`src/rtl/i2c_master_pkg.sv`:
```
// Shared I2C types and constants for the single-byte controller and its target.
package i2c_pkg;

  typedef enum logic [3:0] {
    ST_IDLE,
    ST_START,
    ST_ADDR,
    ST_AACK,
    ST_WDATA,
    ST_WACK,
    ST_RDATA,
    ST_MACK,
    ST_STOP
  } i2c_m_state_t;

  typedef logic [1:0] quarter_t;

  localparam logic       I2C_RD      = 1'b1;
  localparam logic       I2C_WR      = 1'b0;
  localparam logic [6:0] I2C_ADDRESS = 7'h49;

endpackage

```
`src/rtl/i2c_master_if.sv`:
```
// Command and pad bundle between the command source, i2c_master and the board pins.
interface i2c_master_if;
  import i2c_pkg::*;

  // Command handshake: go is a level request taken on any clock where the
  // controller is IDLE (busy=0); addr/r1w0/wdata are captured on that clock.
  // done pulses once at the end, with nack/rdata valid from that cycle on.
  logic         go;
  logic [6:0]   addr;
  logic         r1w0;
  logic [7:0]   wdata;
  logic [7:0]   rdata;
  logic         busy;
  logic         done;
  logic         nack;
  logic         SDA_in;
  logic         SDA_out;
  logic         SCL_out;
  i2c_m_state_t dbg_state;

  modport master (
    input  go, addr, r1w0, wdata, SDA_in,
    output rdata, busy, done, nack, SDA_out, SCL_out, dbg_state
  );

  modport slave (
    output go, addr, r1w0, wdata, SDA_in,
    input  rdata, busy, done, nack, SDA_out, SCL_out, dbg_state
  );

endinterface

```
`src/rtl/i2c_master_qtick.sv`:
```
// Quarter-period tick generator: one tick every CLK_DIV clocks while enabled.
module i2c_qtick #(
  parameter int CLK_DIV = 125
) (
  input  logic clock,
  input  logic reset,
  input  logic restart,
  input  logic en,
  output logic tick
);

  localparam int            W      = (CLK_DIV > 1) ? $clog2(CLK_DIV) : 1;
  localparam logic [W-1:0]  RELOAD = W'(CLK_DIV - 1);

  logic [W-1:0] cnt;

  always_ff @(posedge clock or negedge reset) begin
    if (!reset)          cnt <= RELOAD;
    else if (restart)    cnt <= RELOAD;
    else if (en)         cnt <= (cnt == '0) ? RELOAD : cnt - W'(1);
  end

  assign tick = en && (cnt == '0);

endmodule

```
`src/rtl/i2c_master.sv`:
```
// Single-byte I2C initiator: START, address+R/W, one data byte, STOP, ACK status.
module i2c_master
  import i2c_pkg::*;
#(
  parameter int CLK_DIV = 125
) (
  input logic         clock,
  input logic         reset,
  i2c_master_if.master bus
);

  i2c_m_state_t state, state_n;
  quarter_t     q, q_n;
  logic [2:0]   bitcnt, bitcnt_n;
  logic [7:0]   sh, sh_n;
  logic [7:0]   wd_q, wd_n;
  logic         rw_q, rw_n;
  logic         nack_q, nack_n;
  logic [7:0]   rdata_q, rdata_n;
  logic         done_q, done_n;
  logic         busy_q, busy_n;
  logic         sda_q, sda_n;
  logic         scl_q, scl_n;
  logic         tick, accept, at_sample, at_end;

  assign accept    = (state == ST_IDLE) && bus.go;
  assign at_sample = tick && (q == 2'd2);
  assign at_end    = tick && (q == 2'd3);

  i2c_qtick #(.CLK_DIV(CLK_DIV)) u_qtick (
    .clock   (clock),
    .reset   (reset),
    .restart (accept),
    .en      (state != ST_IDLE),
    .tick    (tick)
  );

  always_ff @(posedge clock or negedge reset) begin
    if (!reset) begin
      state   <= ST_IDLE;
      q       <= '0;
      bitcnt  <= '0;
      sh      <= '0;
      wd_q    <= '0;
      rw_q    <= I2C_WR;
      nack_q  <= 1'b0;
      rdata_q <= '0;
      done_q  <= 1'b0;
      busy_q  <= 1'b0;
      sda_q   <= 1'b1;
      scl_q   <= 1'b1;
    end else begin
      state   <= state_n;
      q       <= q_n;
      bitcnt  <= bitcnt_n;
      sh      <= sh_n;
      wd_q    <= wd_n;
      rw_q    <= rw_n;
      nack_q  <= nack_n;
      rdata_q <= rdata_n;
      done_q  <= done_n;
      busy_q  <= busy_n;
      sda_q   <= sda_n;
      scl_q   <= scl_n;
    end
  end

  // One shift register serves both directions: it shifts out the address and
  // write byte, and shifts SDA in during a read.
  always_comb begin
    state_n  = state;
    q_n      = q;
    bitcnt_n = bitcnt;
    sh_n     = sh;
    wd_n     = wd_q;
    rw_n     = rw_q;
    nack_n   = nack_q;
    rdata_n  = rdata_q;
    done_n   = 1'b0;
    if (tick) q_n = q + 2'd1;
    case (state)
      ST_IDLE: begin
        if (bus.go) begin
          state_n  = ST_START;
          q_n      = '0;
          bitcnt_n = '0;
          sh_n     = {bus.addr, bus.r1w0};
          rw_n     = bus.r1w0;
          wd_n     = bus.wdata;
          nack_n   = 1'b0;
        end
      end
      ST_START: if (at_end) state_n = ST_ADDR;
      ST_ADDR, ST_WDATA: begin
        if (at_end) begin
          sh_n     = {sh[6:0], 1'b0};
          bitcnt_n = bitcnt + 3'd1;
          if (bitcnt == 3'd7) state_n = (state == ST_ADDR) ? ST_AACK : ST_WACK;
        end
      end
      ST_AACK: begin
        if (at_sample && bus.SDA_in) nack_n = 1'b1;
        if (at_end) begin
          if (nack_q)              state_n = ST_STOP;
          else if (rw_q == I2C_RD) state_n = ST_RDATA;
          else begin
            state_n = ST_WDATA;
            sh_n    = wd_q;
          end
        end
      end
      ST_WACK: begin
        if (at_sample && bus.SDA_in) nack_n = 1'b1;
        if (at_end) state_n = ST_STOP;
      end
      ST_RDATA: begin
        if (at_sample) sh_n = {sh[6:0], bus.SDA_in};
        if (at_end) begin
          bitcnt_n = bitcnt + 3'd1;
          if (bitcnt == 3'd7) state_n = ST_MACK;
        end
      end
      ST_MACK: if (at_end) state_n = ST_STOP;
      ST_STOP: begin
        if (at_end) begin
          state_n = ST_IDLE;
          done_n  = 1'b1;
          if ((rw_q == I2C_RD) && !nack_q) rdata_n = sh;
        end
      end
      default: state_n = ST_IDLE;
    endcase
  end

  // Line levels are decoded from the next state so each quarter's levels
  // land in the register on the very tick that begins it.
  always_comb begin
    sda_n  = 1'b1;
    scl_n  = 1'b1;
    busy_n = (state_n != ST_IDLE);
    case (state_n)
      ST_IDLE: begin
        sda_n = 1'b1;
        scl_n = 1'b1;
      end
      ST_START: begin
        sda_n = 1'b0;
        scl_n = !q_n[1];
      end
      ST_STOP: begin
        sda_n = (q_n == 2'd3);
        scl_n = (q_n != 2'd0);
      end
      ST_ADDR, ST_WDATA: begin
        sda_n = sh_n[7];
        scl_n = ^q_n;
      end
      default: begin
        sda_n = 1'b1;
        scl_n = ^q_n;
      end
    endcase
  end

  assign bus.rdata     = rdata_q;
  assign bus.busy      = busy_q;
  assign bus.done      = done_q;
  assign bus.nack      = nack_q;
  assign bus.SDA_out   = sda_q;
  assign bus.SCL_out   = scl_q;
  assign bus.dbg_state = state;

endmodule

```
`src/flat_wrapper.sv`:
```
// flat-port wrapper written by rule: the top's interface ports become plain ports
module i2c_master_flat import i2c_pkg::*;
#(
  parameter int CLK_DIV = 125
)
  (clock, reset, bus_go, bus_addr, bus_r1w0, bus_wdata, bus_SDA_in, bus_rdata, bus_busy, bus_done, bus_nack, bus_SDA_out, bus_SCL_out, bus_dbg_state);
  i2c_master_if bus_i ();
  input logic clock;
  input logic reset;
  input wire logic [$bits(bus_i.go)-1:0] bus_go;
  input wire logic [$bits(bus_i.addr)-1:0] bus_addr;
  input wire logic [$bits(bus_i.r1w0)-1:0] bus_r1w0;
  input wire logic [$bits(bus_i.wdata)-1:0] bus_wdata;
  input wire logic [$bits(bus_i.SDA_in)-1:0] bus_SDA_in;
  output wire logic [$bits(bus_i.rdata)-1:0] bus_rdata;
  output wire logic [$bits(bus_i.busy)-1:0] bus_busy;
  output wire logic [$bits(bus_i.done)-1:0] bus_done;
  output wire logic [$bits(bus_i.nack)-1:0] bus_nack;
  output wire logic [$bits(bus_i.SDA_out)-1:0] bus_SDA_out;
  output wire logic [$bits(bus_i.SCL_out)-1:0] bus_SCL_out;
  output wire logic [$bits(bus_i.dbg_state)-1:0] bus_dbg_state;
  assign bus_i.go = bus_go;
  assign bus_i.addr = bus_addr;
  assign bus_i.r1w0 = bus_r1w0;
  assign bus_i.wdata = bus_wdata;
  assign bus_i.SDA_in = bus_SDA_in;
  assign bus_rdata = bus_i.rdata;
  assign bus_busy = bus_i.busy;
  assign bus_done = bus_i.done;
  assign bus_nack = bus_i.nack;
  assign bus_SDA_out = bus_i.SDA_out;
  assign bus_SCL_out = bus_i.SCL_out;
  assign bus_dbg_state = bus_i.dbg_state;
  i2c_master #(.CLK_DIV(CLK_DIV)) u_core (.clock(clock), .reset(reset), .bus(bus_i));
endmodule
```
`config.mk`:
```
export PLATFORM = sky130hd
export DESIGN_NAME = i2c_master_flat
export DESIGN_NICKNAME = d
export VERILOG_FILES = /design/src/rtl/i2c_master_pkg.sv /design/src/rtl/i2c_master_if.sv /design/src/rtl/i2c_master_qtick.sv /design/src/rtl/i2c_master.sv /design/src/flat_wrapper.sv
export SDC_FILE = /design/constraint.sdc
export NUM_CORES = 1
export LEC_CHECK = 0
export ABC_AREA = 1
export CORE_MARGIN = 4
export CORE_UTILIZATION = 54
export CTS_CLUSTER_DIAMETER = 30
export DETAILED_ROUTE_END_ITERATION = 7
export PLACE_DENSITY = 0.85
export SLEW_MARGIN = 20
export SYNTH_ARGS = -nofsm -noshare
export SYNTH_HDL_FRONTEND = slang
export SYNTH_SLANG_ARGS = --single-unit
```
`constraint.sdc`:
```
create_clock -name clock -period 2.5 [get_ports clock]
set_input_delay 0.5 -clock clock [delete_from_list [all_inputs] [get_ports clock]]
set_output_delay 0.5 -clock clock [all_outputs]
set_load 0.01 [all_outputs]
```
==> results of run 1 <==
==> routing by layer <==
layer / share of wire (%) / wire, µm / vias up
met5: 0 / 0 / -
met4: 2.1 / 114 / 0
met3: 5.8 / 315 / 14
met2: 48 / 2577 / 73
met1: 44 / 2401 / 979
li1: - / - / 1044
==> kinds of logic (layout without fill, tap and decap cells) <==
kind of cell | Yosys count | in the layout
AOI/OAI and AO/OA | 21 | 21
buffers and inverters | 39 | 82
muxes | 8 | 8
DFF | 46 | 46
xor gates and xnor gates | 3 | 3
adders and majority gates | 8 | 8
and+or+nand+nor | 172 | 172
==> final cells by class <==
class | instances | area (µm²)
Timing Repair Buffer | 38 | 382.9
Inverter | 36 | 135.1
Multi-Input combinational cell | 212 | 1160
Tap cell | 52 | 65.06
Sequential cell | 46 | 1160
Clock inverter | 2 | 12.51
Fill cell | 354 | 1386
Clock buffer | 6 | 82.58
==> registers in the layout (all words and copies together) (netlist names), 2 cells and up <==
| register | cells |
|---|---|
| u_core.bitcnt | 3 |
| u_core.bus.dbg_state | 4 |
| u_core.bus.rdata | 8 |
| u_core.q | 2 |
| u_core.sh | 8 |
| u_core.u_qtick.cnt | 7 |
| u_core.wd_q | 8 |
==> worst min-delay path by stage <==
stage,start,endpoint,slack (ns)
after detailed placement,u_core.wd_q[1],u_core.wd_q[1],0.46
final,reset,u_core.bus.rdata[2],0.16
after floorplan,reset,u_core.bitcnt[0],0.20
after global routing,reset,u_core.bus.rdata[0],0.18
after global placement,u_core.wd_q[1],u_core.wd_q[1],0.46
after CTS,reset,u_core.bus.rdata[0],0.17
==> cells in the final DEF, fill, tap and decap left out, types with 2 or more instances in the layout <==
| cell type | synthesis | final |
|---|---|---|
| nand2_1 | 95 | 95 |
| nor2_2 | 4 | 4 |
| dfrtp_1 | 39 | 39 |
| o2111ai_1 | 2 | 2 |
| mux2_2 | 8 | 8 |
| o21ai_0 | 12 | 12 |
| xnor2_1 | 2 | 2 |
| nor2_1 | 23 | 23 |
| nand2_2 | 4 | 4 |
| inv_2 | 5 | 5 |
| nand4_1 | 10 | 10 |
| nand3_2 | 2 | 2 |
| ha_1 | 8 | 8 |
| nor3_1 | 3 | 3 |
| clkdlybuf4s50_1 | 0 | 35 |
| a21oi_1 | 3 | 3 |
| nand3_4 | 2 | 2 |
| nor2_4 | 3 | 3 |
| inv_1 | 31 | 31 |
| nand3_1 | 22 | 22 |
| dfstp_2 | 7 | 7 |
| clkbuf_8 | 0 | 6 |
==> where the power goes <==
group          leakage (nW)  internal [W]  switching, W
logic                 0.855      0.000239      0.000313
clock network        0.0472      0.000222      0.000257
registers             0.546      0.000935      0.000113
==> through the flow <==
step / total power, W / utilization (%) / hold WS, ns / std cells
6_report: 0.002080 / 68.38 / 0.1562 / 392
5_1_grt: 0.002218 / 68.38 / 0.1794 / 392
4_1_cts: 0.002085 / 68.38 / 0.1704 / 392
3_5_place_dp: 0.001613 / 66.21 / 0.4612 / 384
3_3_place_gp: 0.001579 / 66.21 / 0.4568 / 384
2_1_floorplan: 0.001418 / - / 0.2044 / 297
==> impl_metrics.csv, run 1 <==
group,metric,value,unit
global_routing,antenna_found_initial,0,
synthesis,synth_area,2469,µm²
placement,numPortBuffers,36,
clock_network,clkTransAtPathRegs,0.08,ns
clock_network,clkLatencyLatePin,0.30,ns
critical_path,start_kind,"flip-flop",
synthesis,ys_types,31,
critical_path,path_common_cell,"nor2_1",
flow_run,maxCapViolations,0,
finish,antennaDiodeCount,0,
placement,placed_area,2903,µm²
synthesis,synth-edff-count,0,
synthesis,synthAdderAreaFrac,4.055,%
pwr,power_leakage,1.448,nW
finish,design_area,2998,µm²
timing,setup_viol,0,
global_routing,gr-usage-met2,32.12,%
pwr,vdd_drop_max,370.4,µV
synthesis,synth_most_common_cell,"nand2_1",
detailed_routing,antenna_left,0,
synthesis,avgSynthCellArea,8.312,µm²
critical_path,cp_data_required_time,2.75,ns
detailed_routing,wirelength,5408,µm
global_routing,grt_pass1_vias,2005,
timing,fmax,0.4779,GHz
finish,layout-drive-gt1-share,14.41,%
timing,hold_viol,0,
placement,gp_congestion,0.9276,
global_routing,gr-usage-met1,29.24,%
global_routing,busiest_layer,"met2",
clock_network,cts_buffer_depth,2,
synthesis,syn_nets,325,
timing,setup_slack,0.4077,ns
floorplanning,io_pins,37,
clock_network,cts_hold_buf,0,
synthesis,synthTopCellsByCount,"nand2_1 (95), dfrtp_1 (39), inv_1 (31)",
min_path,min_path_type,"in2async",
clock_network,cts_resized,0,
critical_path,cp-startpoint,"u_core.u_qtick.cnt[0]",
floorplanning,fp.dieArea,5717,µm²
detailed_routing,via_per_inst,5.383,
clock_network,cts_tree,"yes",
finish,area_growth,21.44,%
critical_path,worst-path-stages,13,
clock_network,postCtsSetupRepairBufs,0,
critical_path,cp.arrival,2.34,ns
clock_network,cts_max_level,2,
clock_network,cts_root_buf,"clkbuf_8",
detailed_routing,drt-wirelength-per-cell,13.80,µm
synthesis,ys_ff_latch,46,
detailed_routing,route.vias.total,2110,
critical_path,slowest_delay,0.37,ns
critical_path,cp_cell_sequence,"inv_1 -> ha_1 -> inv_1 -> nor2_1 -> nand3_1 -> nor2_8 -> nor2_1 -> nor2_1 -> inv_1 -> ha_1 -> nor2_1 -> nor2_1 -> nand3_1",
detailed_routing,drt_pass1_iterations,5,
floorplanning,start_util,56.31,%
synthesis,synthTopCellsByArea,"dfrtp_1 (40%), nand2_1 (14%), dfstp_2 (7.5%)",
critical_path,end_kind,"flip-flop",
timing,fin_crit_sh,83.69,%
synthesis,synthDominantCellAreaShare,39.53,%
synthesis,yosysTopAreaCell,"dfrtp_1",
placement,dp_slack,0.4443,ns
outcome,status,"completed",
critical_path,critPathSlowestCell,"dfrtp_1",
critical_path,r2r_start,"u_core.u_qtick.cnt[0]",
critical_path,crit_path_end,"u_core.bus.SCL_out",
clock_network,cts.sinks,46,
floorplanning,core_area,4384,µm²
synthesis,synth_simple_gate_area_share,33.00,%
floorplanning,core.rowCount,24,
placement,place_hpwl,4098,µm
detailed_routing,drtIter0Drc,183,
synthesis,yosysWarnings,0,
timing,finClkSkew,0.002811,ns
critical_path,critPathBufInv,3,
critical_path,cp_top_family,"simple AND/OR/NAND/NOR gates",
synthesis,synth_mux_area_share,3.649,%
global_routing,grt_pass1_wl,9059,µm
timing,worstMarginPinSlew,0.3363,ns
finish,fin_nets,367,
synthesis,synth_xor_xnor_area_share,1.064,%
floorplanning,die_h,75.61,µm
detailed_routing,drc_errors,0,
critical_path,path_class,"reg2reg",
global_routing,met3_usage,3.562,%
critical_path,rrSetupSlack,0.41,ns
synthesis,synth_compound_area_share,5.220,%
timing,period_needed,2.092,ns
timing,grt_setup_unrepaired,"false",
floorplanning,die_w,75.61,µm
clock_network,numCtsBuffers,5,
synthesis,async_flop_share,100.0,%
synthesis,netlist_instances,297,
timing,maxSlewViolCount,0,
global_routing,overflow,0,
critical_path,r2r_cells,13,
timing,tns,0,ns
global_routing,grt_max_degree,47,
timing,slew_headroom,77.58,%
synthesis,synthFlopType,"dfrtp_1",
global_routing,grt_usage,20.85,%
synthesis,synth-seq-area-share,46.98,%
critical_path,regToRegEndpoint,"u_core.bus.SCL_out",
synthesis,synth_top_family_by_area,"simple AND/OR/NAND/NOR gates",
pwr,p_per_area,693.7,nW/µm²
critical_path,path_max_fanout,9,
Note: power is estimated with default switching activity, not from simulation.
==> inputs of run 2 (changes only) <==
clock period = 2.2 ns   (was 2.5 ns; I/O delays follow)
==> run 2 against run 1 <==
Register-to-register slack worse by 0.17 ns; fmax is 6.4% higher; clock skew is 0.0017 ns higher; sequential share of layout area is 0.38 points lower; global-route usage is 0.73 points higher; clock power is 31% higher; worst setup slack worse by 0.17 ns; via count is 0.62% higher.
==> impl_metrics.csv, run 2 (synthesis gave the netlist of run 1 again) <==
group,metric,value,unit
timing,fin_crit_sh,89.34,%
finish,fin_nets,368,
detailed_routing,via_per_inst,5.402,
timing,hold_viol,0,
detailed_routing,drt_pass1_iterations,4,
timing,finClkSkew,0.004468,ns
critical_path,r2r_cells,14,
critical_path,path_max_fanout,9,
placement,numPortBuffers,36,
pwr,seqPwrFrac,48.4,%
clock_network,cts_tree,"yes",
flow_run,maxCapViolations,0,
pwr,switching_power,0.0007708,W
pwr,intPower,0.001678,W
critical_path,cp_data_required_time,2.45,ns
critical_path,cp.arrival,2.21,ns
finish,layout-drive-gt1-share,14.96,%
floorplanning,io_pins,37,
min_path,min_path_type,"in2async",
timing,slew_headroom,63.64,%
clock_network,numCtsBuffers,5,
detailed_routing,drc_errors,0,
floorplanning,fp.dieArea,5717,µm²
placement,placed_area,2910,µm²
timing,grt_setup_unrepaired,"false",
finish,fillers,360,
global_routing,overflow,0,
timing,tns,0,ns
detailed_routing,antenna_left,0,
placement,place_hpwl,4122,µm
clock_network,cts_hold_buf,0,
finish,area_growth,22.66,%
clock_network,cts_max_level,2,
global_routing,antenna_found_initial,0,
critical_path,start_kind,"flip-flop",
floorplanning,core_area,4384,µm²
detailed_routing,wirelength,5391,µm
timing,setup_viol,0,
detailed_routing,drtIter0Drc,128,
detailed_routing,drt-wirelength-per-cell,13.72,µm
clock_network,cts_buffer_depth,2,
clock_network,clkLatencyLatePin,0.30,ns
pwr,vdd_drop_max,471.1,µV
global_routing,grt_max_degree,25,
global_routing,grt_usage,21.58,%
placement,gp_congestion,0.9295,
pwr,clockPowerShare,25.6,%
floorplanning,start_util,56.31,%
finish,design_area,3028,µm²
pwr,p_comb_share,26.0,%
outcome,status,"completed",
critical_path,end_kind,"flip-flop",
clock_network,clkTransAtPathRegs,0.08,ns
pwr,p_per_area,808.7,nW/µm²
global_routing,grt_pass1_vias,2070,
floorplanning,core.rowCount,24,
clock_network,cts_resized,0,
critical_path,path_class,"reg2reg",
floorplanning,die_h,75.61,µm
clock_network,cts.sinks,46,
timing,fmax,0.5088,GHz
pwr,power_leakage,1.456,nW
timing,worstMarginPinSlew,0.5453,ns
timing,period_needed,1.966,ns
finish,layout_common_cells,"nand2_1 (95), dfrtp_1 (39), clkdlybuf4s50_1 (35), inv_1 (31), nor2_1 (22)",
floorplanning,die_w,75.61,µm
finish,antennaDiodeCount,0,
timing,maxSlewViolCount,0,
global_routing,grt_pass1_wl,9342,µm
clock_network,postCtsSetupRepairBufs,0,
clock_network,cts_root_buf,"clkbuf_8",
detailed_routing,route.vias.total,2123,
pwr,sw_frac_of_total,31.48,%
finish,final_common_cell,"nand2_1",
[run 2: critical path, stage by stage, from the launching register on]
cell and delay (ns):
dfrtp_1 0.36, inv_1 0.12, ha_1 0.18, nand2_1 0.07, nor2_2 0.20, nand3_4 0.17
nand2_1 0.12, nand2_1 0.11, nor2_4 0.14, nand2_1 0.11, nor2_2 0.11, inv_1 0.05
nand2_1 0.05, nand2_1 0.04, nand3_1 0.06
[run 2: metal layers]
layer	global-route usage [%]	vias to the layer above	part of all wire [%]
li1	-	1048	-
met1	27.79	1008	44
met2	34.71	55	48
met3	6.069	12	5.6
met4	7.961	0	1.7
met5	0	-	0
[run 2: final timing paths]
check | slack (ns) | end | from
min in group clock | 0.49 | u_core.wd_q[6] | u_core.wd_q[6]
min | 0.11 | u_core.bus.rdata[2] | reset
min reg2reg | 0.49 | u_core.wd_q[6] | u_core.wd_q[6]
max in group asynchronous | 1.50 | u_core.bus.SDA_out | reset
max | 0.23 | u_core.bus.SDA_out | u_core.u_qtick.cnt[0]
max reg2reg | 0.23 | u_core.bus.SDA_out | u_core.u_qtick.cnt[0]
[run 2: cell type report]
type                            count  area [µm²]  share of cell area [%]
Sequential cell                    46        1160                   38.31
Multi-Input combinational cell    212        1167                   38.55
Clock buffer                        6       72.57                   2.397
Clock inverter                      2       37.54                   1.240
Inverter                           36       135.1                   4.463
Tap cell                           52       65.06                   2.149
Timing Repair Buffer               39       390.4                   12.89
[run 2: power groups by stage]
stage | clock network, W | registers [W] | logic, W
floorplan | 0 | 0.00117 | 0.000440
global placement | 0 | 0.00119 | 0.000601
detailed placement | 0 | 0.00120 | 0.000626
CTS | 0.000636 | 0.00118 | 0.000633
global route | 0.000671 | 0.00121 | 0.000748
finish | 0.000626 | 0.00119 | 0.000637
[run 2: through the flow]
stage	worst slack, ns	instances	total power (W)	hold WS, ns	utilization, %
final	0.2344	393	0.002449	0.1102	69.06
after global routing	0.002053	393	0.002628	0.1438	69.06
after CTS	0.1314	393	0.002453	0.1207	68.89
after detailed placement	0.1629	385	0.001824	0.4515	66.38
after global placement	0.2261	385	0.001794	0.4447	66.38
after floorplan	0.4139	297	0.001612	0.1444	-
==> inputs of run 3 (changes only) <==
CORE_UTILIZATION = 58   (was 54)
PLACE_DENSITY = 0.9   (was 0.85)
clock period = 2.5 ns   (was 2.2 ns; I/O delays follow)
==> run 3 against run 2 <==
Sequential share of layout area up 0.59 points; clock-buffer cell count is the same; non-clock buffer count unchanged; first-iteration DRC count rose by 16%; clock skew about the same; die area down 6.2%; cell count is 0.51% lower; hold slack better by 0.22 ns; critical path depth decreased by 5; global-route usage grew 0.24 points; final area shrank 1.5%; critical path type unchanged.
==> impl_metrics.csv, run 3 (synthesis gave the netlist of run 1 again) <==
group,metric,value,unit
placement,dp_slack,0.4573,ns
critical_path,regToRegEndpoint,"u_core.bus.SDA_out",
detailed_routing,drt-wirelength-per-cell,13.73,µm
placement,numPortBuffers,36,
finish,multi_input_area,1160,µm²
min_path,min_path_type,"in2async",
floorplanning,io_pins,37,
critical_path,cp_data_required_time,2.75,ns
finish,seq_area,1160,µm²
placement,gp_congestion,1.049,
finish,layout_common_cells,"nand2_1 (95), dfrtp_1 (39), clkdlybuf4s50_1 (35), inv_1 (31), nor2_1 (23)",
detailed_routing,wirelength,5368,µm
global_routing,grt_max_degree,45,
timing,setup_viol,0,
critical_path,r2r_start,"u_core.bus.dbg_state[3]",
critical_path,end_kind,"flip-flop",
global_routing,busiest_layer,"met2",
clock_network,postCtsSetupRepairBufs,0,
timing,tns,0,ns
pwr,vdd_drop_max,415.3,µV
clock_network,cts_max_level,2,
floorplanning,fp.dieArea,5364,µm²
timing,maxSlewViolCount,0,
timing,fin_crit_sh,85.08,%
timing,period_needed,2.127,ns
clock_network,cts.sinks,46,
flow_run,maxCapViolations,0,
global_routing,gr-usage-met1,28.25,%
detailed_routing,route.vias.total,2109,
floorplanning,die_h,73.24,µm
finish,area_growth,20.78,%
global_routing,met3_usage,5.510,%
detailed_routing,antenna_left,0,
finish,antennaDiodeCount,0,
global_routing,gr-usage-met2,35.15,%
timing,grt_setup_unrepaired,"false",
critical_path,path_class,"reg2reg",
timing,hold_viol,0,
pwr,power_leakage,1.446,nW
finish,layout-drive-gt1-share,14.37,%
detailed_routing,drt_pass1_iterations,4,
finish,fin_nets,368,
finish,fillers,290,
global_routing,grt_usage,21.82,%
clock_network,cts_buffer_depth,2,
outcome,status,"completed",
global_routing,grt_pass1_vias,2038,
timing,worstMarginPinSlew,0.9224,ns
clock_network,numCtsBuffers,5,
detailed_routing,drc_errors,0,
timing,fmax,0.4702,GHz
global_routing,overflow,0,
critical_path,start_kind,"flip-flop",
floorplanning,core.rowCount,23,
critical_path,rrSetupSlack,0.37,ns
clock_network,clkLatencyLatePin,0.30,ns
critical_path,r2r_cells,9,
detailed_routing,via_per_inst,5.394,
detailed_routing,drtIter0Drc,148,
pwr,power,0.002043,W
global_routing,grt_pass1_wl,8976,µm
finish,final_common_cell,"nand2_1",
floorplanning,die_w,73.24,µm
clock_network,clkTransAtPathRegs,0.08,ns
clock_network,cts_root_buf,"clkbuf_8",
floorplanning,start_util,60.84,%
critical_path,cp.arrival,2.37,ns
global_routing,antenna_found_initial,0,
pwr,p_per_area,685.4,nW/µm²
timing,slew_headroom,38.51,%
timing,finClkSkew,0.004583,ns
placement,place_hpwl,4054,µm
timing,setup_slack,0.3731,ns
floorplanning,core_area,4058,µm²
clock_network,cts_tree,"yes",
critical_path,path_max_fanout,8,
clock_network,cts_hold_buf,0,
clock_network,cts_resized,0,
run 3: cell count changes in the layout (fill, tap and decap cells not counted):
cell / change
nor2_2: -1
clkinv_4: +1
nand3_2: -1
buf_4: +1
nand3_1: +1
clkinv_2: +1
nor2_1: +1
clkinvlp_4: -1
bufinv_16: -1
buf_12: -1
run 3: worst max-delay path: stages, from the launching register on:
cell	delay [ns]
dfrtp_1	0.50
inv_2	0.18
nand2_1	0.11
o21ai_0	0.40
nand2_1	0.17
o22ai_2	0.36
nand2_1	0.11
nand3_2	0.12
nand2_1	0.06
nand3_1	0.06
run 3: per-stage QoR:
stage | hold WS (ns) | instance area (µm²) | instances | util [%]
after detailed placement | 0.4631 | 2895 | 383 | 71.35
after floorplan | 0.2044 | 2469 | 297 | -
final | 0.3333 | 2982 | 391 | 73.48
after CTS | 0.3649 | 2982 | 391 | 73.48
after global placement | 0.4591 | 2895 | 383 | 71.35
after global routing | 0.4136 | 2982 | 391 | 73.48
run 3: area by class of cell:
class | instances | share of cell area [%]
multi-input cells | 212 | 38.90
clock inverters | 2 | 0.4616
well taps | 50 | 2.098
flip-flops and latches | 46 | 38.90
clock buffers | 6 | 2.434
repair buffers | 39 | 12.67
inverters | 36 | 4.532
run 3: metal layers:
| layer | routed length, µm | up-vias | share of wire [%] |
|---|---|---|---|
| li1 | - | 1044 | - |
| met1 | 2305 | 961 | 43 |
| met2 | 2561 | 84 | 48 |
| met3 | 359 | 20 | 6.7 |
| met4 | 142 | 0 | 2.6 |
| met5 | 0 | - | 0 |
run 3: worst max path at each step:
stage	to	slack, ns	start
2_1_floorplan	u_core.bus.SCL_out	0.71	u_core.u_qtick.cnt[0]
3_5_place_dp	u_core.bus.SCL_out	0.46	u_core.u_qtick.cnt[0]
4_1_cts	u_core.bus.SCL_out	0.44	u_core.u_qtick.cnt[0]
3_3_place_gp	u_core.bus.SDA_out	0.51	bus_go
5_1_grt	u_core.bus.SDA_out	0.22	u_core.u_qtick.cnt[0]
6_report	u_core.bus.SDA_out	0.37	u_core.bus.dbg_state[3]
run 3: where the power goes:
part | total (W) | switching, W | leakage, nW | internal (W)
Sequential | 0.00105 | 0.000111 | 0.546 | 0.000935
Clock | 0.000446 | 0.000249 | 0.0452 | 0.000197
Combinational | 0.000551 | 0.000313 | 0.855 | 0.000238
